==> config.mk <==
export PLATFORM = sky130hd
export DESIGN_NAME = dcp_data_dump
export DESIGN_NICKNAME = d
export VERILOG_FILES = /design/src/rtl/dcp_data_dump.sv
export SDC_FILE = /design/constraint.sdc
export NUM_CORES = 1
export LEC_CHECK = 0
export BUFFER_PORTS_ARGS = -buffer_cell sky130_fd_sc_hd__buf_2
export CORE_AREA = 5 5 91 110
export CTS_BUF_LIST = sky130_fd_sc_hd__clkbuf_8 sky130_fd_sc_hd__clkbuf_16
export CTS_CLUSTER_DIAMETER = 200
export DETAILED_ROUTE_END_ITERATION = 10
export DIE_AREA = 0 0 96 115
export PLACE_DENSITY = 0.93
export SYNTH_ARGS = -nofsm -noshare
export SYNTH_HDL_FRONTEND = slang
export SYNTH_SLANG_ARGS = --single-unit
==> constraint.sdc <==
create_clock -name clk -period 4.25 [get_ports clk]
set_input_delay 0.85 -clock clk [delete_from_list [all_inputs] [get_ports clk]]
set_output_delay 0.85 -clock clk [all_outputs]
set_load 0.005 [all_outputs]
==> src/rtl/dcp_data_dump.sv <==
// rtl/dcp_data_dump.sv - debug panel 'D' handler: dumps an address and eight data words over the UART
module dcp_data_dump (
  input  logic        clk,
  input  logic        rst,
  input  logic [7:0]  sel_mode,
  input  logic [7:0]  CMD_D,
  output logic        finish_D,
  output logic [31:0] addr_D,
  input  logic [31:0] din_rx,
  input  logic [31:0] dout_dm,
  input  logic        ack_rx,
  input  logic        flag_rx,
  input  logic        ack_tx,
  output logic        req_rx_D,
  output logic        type_rx_D,
  output logic        req_tx_D,
  output logic        type_tx_D,
  output logic [31:0] dout_D
);

  typedef enum logic [3:0] {
    IDLE, SCAN, INF1, INF2, ADDR, COLON, DATA, CR, LF, DONE, HOLD
  } state_t;

  state_t      state, state_n;
  logic        req, req_n;
  logic [31:0] cur, last;
  logic [2:0]  cnt;
  logic        tx_state, rx_hit, tx_hit;

  always_comb begin
    tx_state = (state == INF1) || (state == INF2) || (state == ADDR) || (state == COLON) ||
               (state == DATA) || (state == CR) || (state == LF);
    rx_hit   = req && (state == SCAN) && ack_rx;
    tx_hit   = req && tx_state && ack_tx;
  end

  always_ff @(posedge clk) begin
    if (rst) begin
      state <= IDLE;
      req   <= 1'b0;
    end else begin
      state <= state_n;
      req   <= req_n;
    end
  end

  // The request register is cleared on every consumed ack, so each new
  // request starts one idle cycle after the previous handshake.
  always_comb begin
    state_n   = state;
    req_n     = 1'b0;
    finish_D  = 1'b0;
    type_tx_D = 1'b0;
    dout_D    = 32'h0;
    if ((state == SCAN) || tx_state)
      req_n = !(rx_hit || tx_hit);
    case (state)
      IDLE:  if (sel_mode == CMD_D) state_n = SCAN;
      SCAN:  if (rx_hit) state_n = INF1;
      INF1: begin
        dout_D = 32'h0D;
        if (tx_hit) state_n = INF2;
      end
      INF2: begin
        dout_D = 32'h0A;
        if (tx_hit) state_n = ADDR;
      end
      ADDR: begin
        type_tx_D = 1'b1;
        dout_D    = cur;
        if (tx_hit) state_n = COLON;
      end
      COLON: begin
        dout_D = 32'h3A;
        if (tx_hit) state_n = DATA;
      end
      DATA: begin
        type_tx_D = 1'b1;
        dout_D    = dout_dm;
        if (tx_hit && (cnt == 3'd7)) state_n = CR;
      end
      CR: begin
        dout_D = 32'h0D;
        if (tx_hit) state_n = LF;
      end
      LF: begin
        dout_D = 32'h0A;
        if (tx_hit) state_n = DONE;
      end
      DONE: begin
        finish_D = 1'b1;
        state_n  = HOLD;
      end
      HOLD:  if (sel_mode != CMD_D) state_n = IDLE;
      default: state_n = IDLE;
    endcase
  end

  always_ff @(posedge clk) begin
    if (rst) begin
      cur  <= 32'h0;
      last <= 32'h0;
      cnt  <= 3'd0;
    end else if (rx_hit) begin
      cur <= flag_rx ? din_rx : last;
    end else if (tx_hit) begin
      if (state == COLON) cnt <= 3'd0;
      if (state == DATA) begin
        cur <= cur + 32'd1;
        cnt <= cnt + 3'd1;
        if (cnt == 3'd7) last <= cur + 32'd1;
      end
    end
  end

  assign addr_D    = cur;
  assign req_rx_D  = req && (state == SCAN);
  assign req_tx_D  = req && tx_state;
  assign type_rx_D = 1'b1;

endmodule

==> impl_metrics.tcl, run 1 <==
set metrics [dict create \
    async_flop_share_pct 0 \
    synth_seq_cells 72 \
    layout.nets 786 \
    seq_power_share_pct 48.9 \
    grt_use_total_pct 27.5 \
    antennaDiodeCount 0 \
    hold_viol 0 \
    hpwlAfterDp_um 10600 \
    insertion_delay_ps 360 \
    slowest_delay_ps 830 \
    clock_skew_ps 15.0 \
    fin_ws_ps 834 \
    drt_wl_total_um 15000 \
    dieArea_um2 11000 \
    worstHoldStart "last[20]$_SDFFE_PP0P_" \
    area_growth_pct 20.1 \
    clock-root-buffer "clkbuf_8" \
    fin_crit_sh_pct 80.4 \
    rows 38 \
    overflow 0 \
    path_max_fanout 24 \
    numCtsBuffers 9 \
    p_sw_share_pct 23.5 \
    crit_path_cell_trace "nor4bb_4, buf_4, a22o_1, buf_2" \
    post_drt_wl_per_cell_um 18.3 \
    h-tree-depth 3 \
    r2r_cells 5 \
    holdPathEnd "last[20]$_SDFFE_PP0P_" \
    synth_area_leaders "dfxtp_1, a21oi_1, mux2i_1" \
    synth_top_area_cell "dfxtp_1" \
    layout_commonest_cell "buf_2" \
    die_h_um 115 \
    clkTransAtPathRegs_ps 80 \
    slowest_stage "dfxtp_1" \
    grt_pass1_wl_um 24200 \
    layout_common_cells "buf_2, dfxtp_1, nor2_1, a21oi_1, nand2_1" \
    drv_slew 0 \
    r2r-start "state[1]$_SDFFE_PP0P_" \
    fillCellCount 702 \
    rsz0062_at_grt "no" \
    status "finished clean" \
    setup_viol 0 \
    reg2reg_slack_ps 1200 \
    routed-via-count 5138 \
    syn_nets 674 \
    whs_ps 501 \
    start_util_pct 54.3 \
    ant_nets 0 \
    viasPerCell 6.25 \
    clockBufferDepth 2 \
    r2r-end "last[27]$_SDFFE_PP0P_" \
    post-place-ws_ps 1240 \
    grt_max_degree 49 \
    worst_ir_drop_vdd_mv 0.187 \
    yosysSeqAreaShare_pct 30.0 \
    p_sw_uw 324 \
    p_total_uw 1380 \
    drt_first_pass_iters 7 \
    cts_setup_buffers 0 \
    power_leakage_uw 0.00243 \
    ys_warn_count 0 \
    start_kind "flop" \
    cts_tree "built" \
    yosysUniqueCellTypes 60 \
    synthCells 586 \
    critPathCaptureType "output pin" \
    pwr-share-clk_pct 43.9 \
    worst_pin_slew_ps 1020 \
    combPwrFrac_pct 7.2 \
    whs_path_depth 2 \
    ys.flop_type "dfxtp_1" \
    final.setup.tns_ps 0 \
    portBuffers 152 \
    place.gp.congestion 0.887 \
    hp-class "flop to flop" \
    die_x_um 96 \
    post_cts_resized 0 \
    p_per_area_nw_per_um2 239 \
    arrival_ps 2570 \
    antenna_found_initial 0 \
    io_pins 154 \
    cts-hold-fix-buffers 0 \
    core_area_um2 8840 \
    p_int_uw 1060 \
    syn_avg_cell_area_um2 8.19 \
    cts_sinks 72 \
    yosysTopAreaCellShare_pct 30.0 \
    synth_edf_count 0 \
    layout-drive-gt1-share_pct 28.5 \
    max_freq_mhz 293 \
    synthesis.area_um2 4800 \
    drc 0 \
    utilization_pct 65.2 \
    required_ps 3400 \
    critPathKind "flop to output pin" \
    min_period_ps 3420 \
    drtIter0Drc 421 \
    grt_pass1_vias 5182 \
    slew_headroom_pct 31.7 \
    cap_violations 0 \
]
==> registers in the layout, indices dropped and copies added (netlist names) <==
| name | cells |
|---|---|
| addr_D | 32 |
| cnt | 3 |
| last | 32 |
| req | 1 |
| state | 4 |
==> stage by stage <==
step,instance area (um^2),instances
2_1_floorplan,4800,586
3_3_place_gp,5550,807
3_5_place_dp,5550,807
4_1_cts,5770,822
5_1_grt,5770,822
6_report,5770,822
==> worst max-delay path by stage <==
| stage | startpoint | endpoint | slack [ps] | cells past startpoint |
|---|---|---|---|---|
| CTS | state[1]$_SDFFE_PP0P_ | dout_D[25] | 850 | 4 |
| global placement | state[1]$_SDFFE_PP0P_ | dout_D[19] | 1380 | 4 |
| floorplan | state[3]$_SDFFE_PP0P_ | dout_D[10] | 1790 | 6 |
| detailed placement | state[1]$_SDFFE_PP0P_ | dout_D[25] | 1240 | 4 |
| finish | state[1]$_SDFFE_PP0P_ | dout_D[27] | 830 | 4 |
| global route | state[1]$_SDFFE_PP0P_ | dout_D[16] | 690 | 4 |
==> metal layers <==
metal	track usage (%)	wire, um
met3	5.10	1540
met2	46.9	7410
met1	30.8	5460
met4	17.5	618
met5	0	0
==> area by class of cell <==
| class | instances | area (um^2) | area share, % |
|---|---|---|---|
| clock buffers | 9 | 124 | 2.15 |
| clock inverters | 6 | 93.8 | 1.63 |
| inverters | 10 | 37.5 | 0.651 |
| multi-input cells | 446 | 3110 | 53.9 |
| flip-flops and latches | 72 | 1440 | 25.0 |
| well taps | 120 | 150 | 2.60 |
| repair buffers | 159 | 813 | 14.1 |
==> power by group through the flow <==
| stage | combinational (uW) | sequential (uW) | clock (uW) |
|---|---|---|---|
| final | 99.2 | 675 | 606 |
| after floorplan | 48.7 | 690 | 0 |
| after global placement | 94.5 | 690 | 0 |
| after CTS | 98.2 | 675 | 609 |
| after global routing | 107 | 675 | 638 |
| after detailed placement | 97.7 | 690 | 0 |
==> critical path, delay by kind of cell, from the launching register on <==
family	cells	cell delay [ps]
simple gates	1	700
compound gates	1	180
buf+inv	2	500
flops	1	830
==> Yosys cell counts, types with 4 or more instances <==
cell,count
a211oi_1,28
a211oi_2,8
a21oi_1,56
a22o_1,27
a2bb2oi_1,4
a31oi_1,6
and2_1,6
and3_1,5
buf_1,9
buf_2,21
clkbuf_1,27
dfxtp_1,72
inv_1,10
mux2i_1,28
nand2_1,40
nand3_1,14
nand4_1,15
nor2_1,70
nor2b_1,5
nor3_1,4
nor4_4,4
o21ai_0,10
o21ai_1,6
o221a_1,16
xnor2_1,18
xor2_1,23
==> cells by family (layout without fill, tap and decap cells) <==
kind of cell               after synthesis  in the layout  share of synthesized area (%)
and+or+nand+nor                        185            185                           20.7
other                                    1              1                         0.0781
DFF                                     72             72                           30.0
AOI/OAI and AO/OA                      185            185                           28.5
adders and majority gates                3              3                          0.782
muxes                                   31             31                           6.54
buffers and inverters                   68            184                           5.94
xor gates and xnor gates                41             41                           7.48
Power figures use the tool's default switching activity.
==> inputs of run 2 (changes only) <==
Settings changed: ABC_AREA set to 1, CORE_AREA 5 5 91 110 to 5 5 95 115, DIE_AREA 0 0 96 115 to 0 0 100 120, PLACE_DENSITY 0.93 to 0.87.
Clock period 4.25 ns to 3.3 ns, I/O delays scaled along.
==> run 2 against run 1 <==
Hold slack got worse by 49 ps. Synthesized cell count up 35%. Setup slack got worse by 330 ps. Sequential cell count is the same. Count of clock-buffer cells in the layout rose by 2. Final area grew 3.1%. Sequential share of layout area down 0.75 points. Routed wire length increased by 6.9%. Clock skew down 7.3 ps. Critical path type unchanged. Highest routed layer unchanged.
==> impl_metrics.tcl, run 2 <==
set metrics [dict create \
    status "finished clean" \
    drv_slew 0 \
    clock-root-buffer "clkbuf_16" \
    antenna_found_initial 0 \
    arrival_ps 2140 \
    start_kind "flop" \
    post_cts_resized 0 \
    worst_pin_slew_ps 939 \
    ys.flop_type "dfxtp_1" \
    p_total_uw 2710 \
    grt_max_degree 43 \
    fin_crit_sh_pct 84.8 \
    slew_headroom_pct 37.3 \
    grt_pass1_vias 5549 \
    portBuffers 152 \
    cts_tree "built" \
    rsz0062_at_grt "no" \
    synth_top_area_cell "dfxtp_1" \
    io_pins 154 \
    drc 0 \
    core_area_um2 9760 \
    critPathKind "flop to output pin" \
    numCtsBuffers 9 \
    dieArea_um2 12000 \
    required_ps 2640 \
    syn_avg_cell_area_um2 6.15 \
    h-tree-depth 3 \
    layout_common_cells "nand2_1, buf_2, inv_1, nor2_1, dfxtp_1" \
    final.setup.tns_ps 0 \
    layout-drive-gt1-share_pct 22.0 \
    placed_cells 1038 \
    worst_ir_drop_vdd_mv 0.344 \
    cp_num_buf_inv 3 \
    clock_skew_ps 7.69 \
    yosysTopAreaCellShare_pct 29.6 \
    synth_area_leaders "dfxtp_1, nand2_1, inv_1" \
    max_freq_mhz 357 \
    clockBufferDepth 2 \
    rows 40 \
    synth_edf_count 0 \
    p_per_area_nw_per_um2 457 \
    drt_wl_total_um 16100 \
    hp-class "flop to flop" \
    synthCells 793 \
    synthesis.area_um2 4870 \
    setup_viol 0 \
    layout_commonest_cell "nand2_1" \
    routed-via-count 5717 \
    drt_first_pass_iters 5 \
    slowest_delay_ps 690 \
    die_h_um 120 \
    ant_nets 0 \
    grt_pass1_wl_um 25800 \
    overflow 0 \
    crit_path_cell_trace "nor2_1, inv_1, nor2_1, inv_1, o21ai_0, buf_2" \
    cap_violations 0 \
    whs_ps 452 \
    post_drt_wl_per_cell_um 15.3 \
    antennaDiodeCount 0 \
    area_growth_pct 21.9 \
    cts_sinks 72 \
    syn_nets 881 \
    synth_most_common_cell "nand2_1" \
    path_max_fanout 30 \
    min_period_ps 2800 \
    async_flop_share_pct 0 \
    insertion_delay_ps 340 \
    synthTopCellsByCount "nand2_1, inv_1, nor2_1" \
    layout.nets 1011 \
    critPathCaptureType "output pin" \
    utilization_pct 60.9 \
    synth_seq_cells 72 \
    place.gp.congestion 0.992 \
    slowest_stage "inv_1" \
    grt_use_total_pct 26.5 \
    hold_viol 0 \
    layout.cells.non_filler 1054 \
    cts_setup_buffers 0 \
    critPathTopFamily "buffers and inverters" \
    die_x_um 100 \
    yosysSeqAreaShare_pct 29.6 \
    power_leakage_uw 0.00270 \
    drtIter0Drc 462 \
    start_util_pct 49.9 \
    hpwlAfterDp_um 11700 \
    yosysUniqueCellTypes 38 \
    ys_warn_count 0 \
    cts-hold-fix-buffers 0 \
    clkTransAtPathRegs_ps 60 \
    viasPerCell 5.42 \
]
run 2: where the power goes:
part | switching (uW) | internal (uW) | leakage [uW]
combinational | 451 | 260 | 0.00197
sequential | 78.0 | 921 | 0.000581
clock | 381 | 623 | 0.000148
total | 910 | 1800 | 0.00270
run 2: final cells by class:
type                            count  area (um^2)
Clock inverter                      5         55.1
Tap cell                          126          158
Sequential cell                    72         1440
Multi-Input combinational cell    560         2780
Inverter                          124          465
Fill cell                         931         3810
Clock buffer                       11          253
Timing Repair Buffer              156          791
run 2: tightest hold or removal path: stages, from the launching register on:
cell and delay [ps]:
dfxtp_1 300, inv_1 50, a21oi_1 50
run 2: metrics by stage:
step | area (um^2) | worst slack [ps]
finish | 5940 | 502
global route | 5940 | 313
CTS | 5940 | 506
detailed placement | 5640 | 783
global placement | 5640 | 897
floorplan | 4870 | 1480
run 2: kinds of logic after synthesis:
logic type	after synthesis	synth area share, %
fa+ha+maj	3	0.770
flops	72	29.6
compound gates	171	20.8
other cells	1	0.0769
simple gates	365	31.9
buf+inv	161	13.4
xor+xnor	20	3.59
run 2: final timing paths:
check                        startpoint                   end  slack, ps  cells after the start
setup / recovery  state[1]$_SDFFE_PP0P_            dout_D[19]        500                      6
hold / removal     last[5]$_SDFFE_PP0P_  last[5]$_SDFFE_PP0P_        450                      2
setup reg to reg  state[1]$_SDFFE_PP0P_  last[4]$_SDFFE_PP0P_        840                      7
hold reg to reg    last[5]$_SDFFE_PP0P_  last[5]$_SDFFE_PP0P_        450                      2
run 2: metal layers:
metal  up-vias  track usage [%]  share of wire, %
met1      2551             30.7                38
met2       314             46.5                48
met3        49             5.99                10
li1       2803                -                 -
met4         0             10.7               3.0
met5         -                0                 0
